<file path="src/rtl/uart_rx_pkg.sv">
// Shared defaults and window arithmetic for the UART RX oversampling bit sampler.
package uart_rx_pkg;

    localparam int DEF_MAX_PRESCALE = 32;
    localparam int DEF_NUM_SAMPLES  = 3;

    function automatic int prsc_width(input int max_prescale);
        return $clog2(max_prescale) + 1;
    endfunction

    // Window needs at least one idle count either side plus the wrap slot; keep it even.
    function automatic int min_prescale(input int num_samples);
        return ((num_samples + 3 + 1) / 2) * 2;
    endfunction

    function automatic int win_start(input int p, input int num_samples);
        return (p / 2) - ((num_samples - 1) / 2);
    endfunction

    function automatic int win_end(input int p, input int num_samples);
        return (p / 2) + ((num_samples - 1) / 2);
    endfunction

endpackage

</file>
<file path="src/rtl/uart_rx_edge_counter.sv">
// Bit-period position counter: cleared while disabled or on resync, wraps at P-1.
module uart_rx_edge_counter
    import uart_rx_pkg::*;
#(
    parameter int PRSC_WIDTH = prsc_width(DEF_MAX_PRESCALE)
) (
    input  logic                  clk,
    input  logic                  rst,
    input  logic                  enable,
    input  logic                  resync,
    input  logic [PRSC_WIDTH-1:0] p_eff,
    output logic [PRSC_WIDTH-1:0] edge_cnt
);

    logic [PRSC_WIDTH-1:0] p_last;

    assign p_last = p_eff - PRSC_WIDTH'(1);

    // >= rather than == so a shrunken ratio cannot strand the counter above its wrap point.
    always_ff @(posedge clk or negedge rst) begin
        if (!rst) begin
            edge_cnt <= '0;
        end else if (!enable || resync) begin
            edge_cnt <= '0;
        end else if (edge_cnt >= p_last) begin
            edge_cnt <= '0;
        end else begin
            edge_cnt <= edge_cnt + PRSC_WIDTH'(1);
        end
    end

endmodule

</file>
<file path="src/rtl/uart_rx_oversampler.sv">
// UART RX bit sampler: majority vote over NUM_SAMPLES mid-bit samples with noise flag.
// Define UART_RX_SYNC_EN to insert a 2-flop input synchroniser ahead of sampling.
module uart_rx_oversampler
    import uart_rx_pkg::*;
#(
    parameter int MAX_PRESCALE = DEF_MAX_PRESCALE,
    parameter int PRSC_WIDTH   = prsc_width(MAX_PRESCALE),
    parameter int NUM_SAMPLES  = DEF_NUM_SAMPLES
) (
    input  logic                  clk,
    input  logic                  rst,
    input  logic                  enable,
    input  logic                  resync,
    input  logic                  serial_data,
    input  logic [PRSC_WIDTH-1:0] prescale,
    output logic [PRSC_WIDTH-1:0] edge_cnt,
    output logic                  sampled_bit,
    output logic                  sample_valid,
    output logic                  noise_err,
    output logic                  config_err
);

    if (NUM_SAMPLES < 1 || NUM_SAMPLES > 7 || (NUM_SAMPLES % 2) == 0) begin : g_bad_samples
        $error("NUM_SAMPLES must be odd and in 1..7");
    end

    localparam logic [PRSC_WIDTH-1:0] P_MIN = PRSC_WIDTH'(min_prescale(NUM_SAMPLES));

    function automatic int ones_of(input logic [NUM_SAMPLES-1:0] v);
        int n;
        n = 0;
        for (int i = 0; i < NUM_SAMPLES; i++) begin
            if (v[i]) n++;
        end
        return n;
    endfunction

    function automatic logic vote_bit(input logic [NUM_SAMPLES-1:0] v);
        return ones_of(v) > (NUM_SAMPLES / 2);
    endfunction

    function automatic logic vote_noise(input logic [NUM_SAMPLES-1:0] v);
        return (ones_of(v) != 0) && (ones_of(v) != NUM_SAMPLES);
    endfunction

    logic                   rx_s;
    logic [PRSC_WIDTH-1:0]  p_eff;
    logic [PRSC_WIDTH-1:0]  win_lo;
    logic [PRSC_WIDTH-1:0]  win_hi;
    logic                   in_window;
    logic                   last_sample;
    logic                   strobe_next;
    logic [NUM_SAMPLES-1:0] samples;
    logic [NUM_SAMPLES-1:0] samples_next;
    logic                   unused_prescale_lsb;

`ifdef UART_RX_SYNC_EN
    logic rx_p0;
    logic rx_p1;

    // Stage p0/p1: metastability synchroniser, idles high like the line.
    always_ff @(posedge clk or negedge rst) begin
        if (!rst) begin
            rx_p0 <= 1'b1;
            rx_p1 <= 1'b1;
        end else begin
            rx_p0 <= serial_data;
            rx_p1 <= rx_p0;
        end
    end
    assign rx_s = rx_p1;
`else
    assign rx_s = serial_data;
`endif

    assign unused_prescale_lsb = prescale[0];
    assign p_eff = {prescale[PRSC_WIDTH-1:1], 1'b0};
    assign win_lo = PRSC_WIDTH'(win_start(int'(p_eff), NUM_SAMPLES));
    assign win_hi = PRSC_WIDTH'(win_end(int'(p_eff), NUM_SAMPLES));

    uart_rx_edge_counter #(
        .PRSC_WIDTH(PRSC_WIDTH)
    ) u_edge_counter (
        .clk     (clk),
        .rst     (rst),
        .enable  (enable),
        .resync  (resync),
        .p_eff   (p_eff),
        .edge_cnt(edge_cnt)
    );

    assign in_window   = (edge_cnt >= win_lo) && (edge_cnt <= win_hi);
    assign last_sample = (edge_cnt == win_hi);
    // Truncation keeps the low NUM_SAMPLES bits, i.e. shift in at the LSB.
    assign samples_next = NUM_SAMPLES'({samples, rx_s});
    assign strobe_next  = enable && !resync && !config_err && last_sample;

    always_ff @(posedge clk or negedge rst) begin
        if (!rst) begin
            samples <= '0;
        end else if (!enable || resync || edge_cnt == '0) begin
            samples <= '0;
        end else if (in_window) begin
            samples <= samples_next;
        end
    end

    // Vote uses the bit being captured this edge, so the strobe lands one cycle after it.
    always_ff @(posedge clk or negedge rst) begin
        if (!rst) begin
            sample_valid <= 1'b0;
            sampled_bit  <= 1'b0;
            noise_err    <= 1'b0;
            config_err   <= 1'b0;
        end else begin
            config_err   <= enable && (p_eff < P_MIN);
            sample_valid <= strobe_next;
            if (strobe_next) begin
                sampled_bit <= vote_bit(samples_next);
                noise_err   <= vote_noise(samples_next);
            end
        end
    end

endmodule
</file>
<file path="config.mk">
export PLATFORM = sky130hd
export DESIGN_NAME = uart_rx_oversampler
export DESIGN_NICKNAME = d
export VERILOG_FILES = /design/src/rtl/uart_rx_pkg.sv /design/src/rtl/uart_rx_edge_counter.sv /design/src/rtl/uart_rx_oversampler.sv
export SDC_FILE = /design/constraint.sdc
export NUM_CORES = 1
export LEC_CHECK = 0
export ABC_CLOCK_PERIOD_IN_PS = 5350
export BUFFER_PORTS_ARGS = -buffer_cell sky130_fd_sc_hd__buf_2
export CAP_MARGIN = 10
export CELL_PAD_IN_SITES_DETAIL_PLACEMENT = 1
export CELL_PAD_IN_SITES_GLOBAL_PLACEMENT = 2
export CORE_UTILIZATION = 35
export DETAILED_ROUTE_END_ITERATION = 8
export PLACE_DENSITY_LB_ADDON = 0.25
export SYNTH_ARGS = -nofsm -noshare
export SYNTH_HDL_FRONTEND = slang
export SYNTH_SLANG_ARGS = --single-unit
</file>
<file path="constraint.sdc">
create_clock -name clk -period 5.35 [get_ports clk]
set_clock_uncertainty 0.15 [all_clocks]
set_input_delay 0.8025 -clock clk [delete_from_list [all_inputs] [get_ports clk]]
set_output_delay 0.8025 -clock clk [all_outputs]
set_load 0.1 [all_outputs]
</file>
Yosys cells after proc, flatten, opt, wreduce, memory -nomap -nowiden
Index checks and enable logic that the tools add are counted.

operators by class
  bitwise operators = 0
  eq/ne operators = 2
  reductions and logical operators = 14
  divide/modulo/power cells = 0
  $add $sub $neg = 6
  magnitude comparators = 5
  multiplexer cells = 10
  shift-type cells = 0
  multiply operators = 0

operators by type and width
  operator                                                     number
  two-way mux 32 bit                                           5
  adder 32 x 2 -> 32 bit (second input constant)               2
  > comparator 32 x 2 -> 1 bit (second input constant)         1
  inequality test 32 x 3 -> 1 bit (second input constant)      1
  nonzero test 32 bit                                          1
  greater-or-equal comparator 6 bit                            2
  two-way mux 6 bit                                            2
  adder 5 x 1 -> 6 bit (second input constant)                 1
  adder 6 x 1 -> 6 bit (second input constant)                 1
  == test 6 bit                                                1
  <= comparator 6 bit                                          1
  logical AND 1 bit                                            6
  logical NOT 6 bit                                            1
  less-than comparator 6 x 3 -> 1 bit (second input constant)  1
  subtractor 5 x 1 -> 6 bit (second input constant)            1
  subtractor 6 x 1 -> 6 bit (second input constant)            1
  two-way mux 2 bit                                            2
  logical NOT 1 bit                                            3
  logical OR 1 bit                                             2
  nonzero test 2 bit                                           1
  two-way mux 1 bit                                            1

storage, ports and cells
  latch bits = 0
  input port bits = 11
  memory bits (writable) = 0
  output and inout bits = 10
  logic and storage cells = 43
  register bits = 12
  ROM bits = 0
  memories = 0

Logic depth before layout (Yosys ltp)
  depth in word-level cells = 13
  depth in mapped cells = 9
  gate-level depth less buffers = 9

Cells and area by module
From an unflattened synthesis, not the netlist that was laid out.

second synthesis, totals
  cell total of the unflattened synthesis = 137
  area, all modules = 1,216.2 µm²

modules (own cells, without submodules)
  module                cells each  sequential area each (µm²)  area each (µm²)  instances
  uart_rx_oversampler   87          150.1                       732.0            1
  uart_rx_edge_counter  50          150.1                       484.2            1

Worst setup path after synthesis
No wires, ideal clock.

  path type = input to register
  from = input port prescale[4]
  to = register sampled_bit
  required time = 5.118 ns
  path slack = 2.599 ns
  stages = 9
  arrival time = 2.519 ns
  buffers on the path = 1
  library setup time = 0.082 ns
  cell sequence = clkbuf_2 -> nand3_1 -> or2_2 -> ha_1 -> nand2_1 -> or3_1 -> nor3_1 -> nor2_1 -> a31oi_1

between the ends
  cells in the longest elaborated chain, start to end = 3

ends and longest elaborated chain
  item                  line                        RTL
  start, declared       uart_rx_oversampler.sv:15   input logic [PRSC_WIDTH-1:0] prescale,
  adder 5 x 1 -> 6 bit  uart_rx_pkg.sv:21           return (p / 2) + ((num_samples - 1) / 2);
  == test 6 bit         uart_rx_oversampler.sv:93   assign last_sample = (edge_cnt == win_hi);
  logical AND 1 bit     uart_rx_oversampler.sv:96   assign strobe_next = enable && !resync && !config_err && last_sample;
  net strobe_next       uart_rx_oversampler.sv:52   logic strobe_next;
  end signal, assigned  uart_rx_oversampler.sv:119  sampled_bit <= vote_bit(samples_next);
  end, declared         uart_rx_oversampler.sv:17   output logic sampled_bit,

The timed path passes the listed nets, and every way through them passes these cells.
A chain may end at the register's enable or synchronous reset.

Worst setup path after layout
  from = input port prescale[1]
  to = register samples[0]

between the ends
  cells in the longest elaborated chain, start to end = 4
  elaborated cells between the ends (all ways) = 6
  those cells by class = 2 x add/sub; 2 x order compare; 2 x reduce/logical

ends and longest elaborated chain
  item                                                                      line                                  RTL
  subtractor 5 x 1 -> 6 bit or adder 5 x 1 -> 6 bit (tied branches)         uart_rx_pkg.sv:17, uart_rx_pkg.sv:21
  greater-or-equal comparator 6 bit or <= comparator 6 bit (tied branches)  uart_rx_oversampler.sv:92             assign in_window = (edge_cnt >= win_lo) && (edge_cnt <= win_hi);
  logical AND 1 bit (*)                                                     uart_rx_oversampler.sv:92
  nonzero test 2 bit (no source line) (*)                                   n/a
  end signal, assigned                                                      uart_rx_oversampler.sv:104            samples <= samples_next;
  end, declared                                                             uart_rx_oversampler.sv:53             logic [NUM_SAMPLES-1:0] samples;

Mark *: on every way between the ends. The rest lies on a longest branch, timed or not.

==> out/metrics.cfg <==
[yosys]
synth_top_family_by_area=adder cells
yosysMostFrequentCell=ha_1
synthCells=116
syn_nets=146
synth.top_cell.area_share_pct=28.0
syn_area_mm2=0.00107
synth_seq_area_share_pct=28.0
synth_edf_count=0
synthSimpleGateAreaFrac_pct=19.5
synthXorXnorAreaFrac_pct=8.16
yosysWarnings=0
synth_area_leaders=dfrtp_1 (28%), ha_1 (21%), xnor2_1 (4.9%), nand3_1 (3.7%), nor4_1 (3.5%)
syn_area_per_cell_um2=9.25
synth.area.mux_share_pct=1.86
synth_compound_area_share_pct=12.9
synth_cell_types=34
yosys.area.top_type=dfrtp_1
synth_fa_ha_area_share_pct=23.9
async_flop_share_pct=100
synth-main-ff-cell=dfrtp_1
ys_seq_elements=12
ys_top_cells_by_count=ha_1 (18), dfrtp_1 (12), inv_1 (9)

[drt]
routed_via_density=5.39
firstDrtPassIters=5
antenna_left=0
routed_wl_mm=2.29
drt_iter0_markers=21
via_count=890
wl_per_cell_um=13.9
drc_errors=4

[clocking]
clk_pin_slew_worst_paths_ns=0.08
clock_sinks=12
cts_buffers=3
cts_tree=done
root_buffer=clkbuf_4
clkLatencyLatePin_ns=0.27
hold_buffers=0
post_cts_resized=0
h-tree-depth=1
cts.path.max_buffers=2
cts_setup_buffers=0

[outcome]
violations=DRC
outcome=finished, violations left

[finish]
design_area_mm2=0.00122
final_util_pct=43.0
drive_above_1_share_pct=21.6
synthToLayoutAreaGrowth_pct=13.3
nets=165
nFillCells=340
antennaDiodeCount=0

[power]
p_leak_nw=0.609
power.internal_uw=161
clock_power_share_pct=26.7
ir_drop_mv=0.0790
power_density_mw_per_mm2=219
sequentialPowerShare_pct=37.7
p_comb_share_pct=35.6
sw_frac_of_total_pct=39.7
p_switching_uw=106
total_power_uw=266

[worst_setup_path]
critPathKind=primary input to register
cp.required_ns=5.36
start_kind=primary input
path_max_fanout=6
worstSetupEndpointType=register
rrSetupSlack_ns=3.14
crit_arrival_ns=2.87

[placement]
dp_worst_setup_slack_ns=2.15
hpwl_mm=1.91
post_dp_cell_area_mm2=0.00118
io_buffers=19
gp_congestion=0.741

[global_route]
grt_start_max_net_pins=13
track_usage_pct=15.6
overflow=0
first_global_vias=900
antenna_found_initial=0
grt_pass1_wl_mm=3.93

[floorplanning]
dieArea_mm2=0.00329
core_mm2=0.00283
num_rows=19
die-height_um=57.4
io-pin-count=21
initial_utilization_pct=37.9
die_x_um=57.4

[run]
maxCapViolCount=0

[timing]
tns_ns=0
fmax_mhz=349
rsz0062_at_grt=no
setup_violations=0
slew_violations=0
hold_viol_final=0
slew_headroom_pct=66.3
layout_setup_ws_ns=2.49
post-route-period-util_pct=53.5
worstMarginPinSlew_ns=0.502
min_period_ns=2.86

[min_path]
worstHoldPathType=primary input to async pin

==> final cells by class <==
| cell class | instances | area (um2) | area share, % |
|---|---|---|---|
| tap | 31 | 38.8 | 3.19 |
| inverter | 9 | 33.8 | 2.78 |
| sequential | 12 | 300 | 24.7 |
| timing repair buffer | 19 | 95.1 | 7.82 |
| clock buffer | 4 | 36.3 | 2.98 |
| multi-input combinational | 90 | 712 | 58.5 |
==> layer usage <==
layer  track usage [%]  vias up  share of wire, %
li1                  -      446                 -
met1              18.3      423                44
met2              28.4       17                52
met3              1.36        4               2.5
met4              7.32        0               1.4
met5                 0        -                 0
==> state kept, by name (all words and copies together) (netlist names) <==
register	count
u_edge_counter.edge_cnt	6
samples	2
config_err	1
noise_err	1
sample_valid	1
sampled_bit	1
==> placed cells by master (no fill, tap or decap), types with 2 or more instances in the layout <==
cell type,n
a21oi_1,7
mux2i_1,2
a21o_1,3
inv_1,9
clkbuf_4,3
nand2b_1,2
nor2_1,4
nand3_1,8
nor4_1,6
nand2_1,8
ha_1,18
xnor2_1,6
o21ai_0,4
o221a_2,2
xor2_1,4
buf_2,19
dfrtp_1,12
==> metrics by stage <==
stage | hold slack (ns) | cells
after floorplan | 0.357 | 116
after global placement | 0.335 | 161
after global routing | 0.255 | 165
after CTS | 0.239 | 165
final | 0.235 | 165
after detailed placement | 0.344 | 161
==> final timing paths <==
path / from / endpoint / depth (start not counted)
worst max-delay path: prescale[1] / samples[0]$_DFFE_PN0P_ / 10
worst min-delay path: rst / u_edge_counter.edge_cnt[3]$_DFF_PN0_ / 1
worst max register to register: u_edge_counter.edge_cnt[3]$_DFF_PN0_ / sampled_bit$_DFFE_PN0P_ / 6
worst min register to register: config_err$_DFF_PN0_ / sample_valid$_DFF_PN0_ / 1
max in group asynchronous: rst / samples[0]$_DFFE_PN0P_ / 1
min in group clk: config_err$_DFF_PN0_ / sample_valid$_DFF_PN0_ / 1
==> worst max-delay path, stage by stage <==
cell	delay [ns]
buf_2	0.17
inv_1	0.10
ha_1	0.22
xnor2_1	0.26
ha_1	0.29
a21oi_1	0.14
o21ai_0	0.12
maj3_2	0.32
o221a_2	0.32
mux2i_1	0.12
==> logic make-up after synthesis <==
logic type                 after synthesis
xor gates and xnor gates                10
and+or+nand+nor                         37
AOI/OAI and AO/OA                       21
adders and majority gates               20
muxes                                    2
DFF                                     12
buffers and inverters                   14
==> power by group through the flow <==
stage / combinational, mW / clock (mW) / sequential [mW]
after floorplan: 0.0306 / 0 / 0.147
after global placement: 0.0944 / 0 / 0.102
after detailed placement: 0.0959 / 0 / 0.103
after CTS: 0.0962 / 0.0733 / 0.101
after global routing: 0.103 / 0.0764 / 0.101
final: 0.0948 / 0.0712 / 0.100
Note: power is estimated with default switching activity, not from simulation.
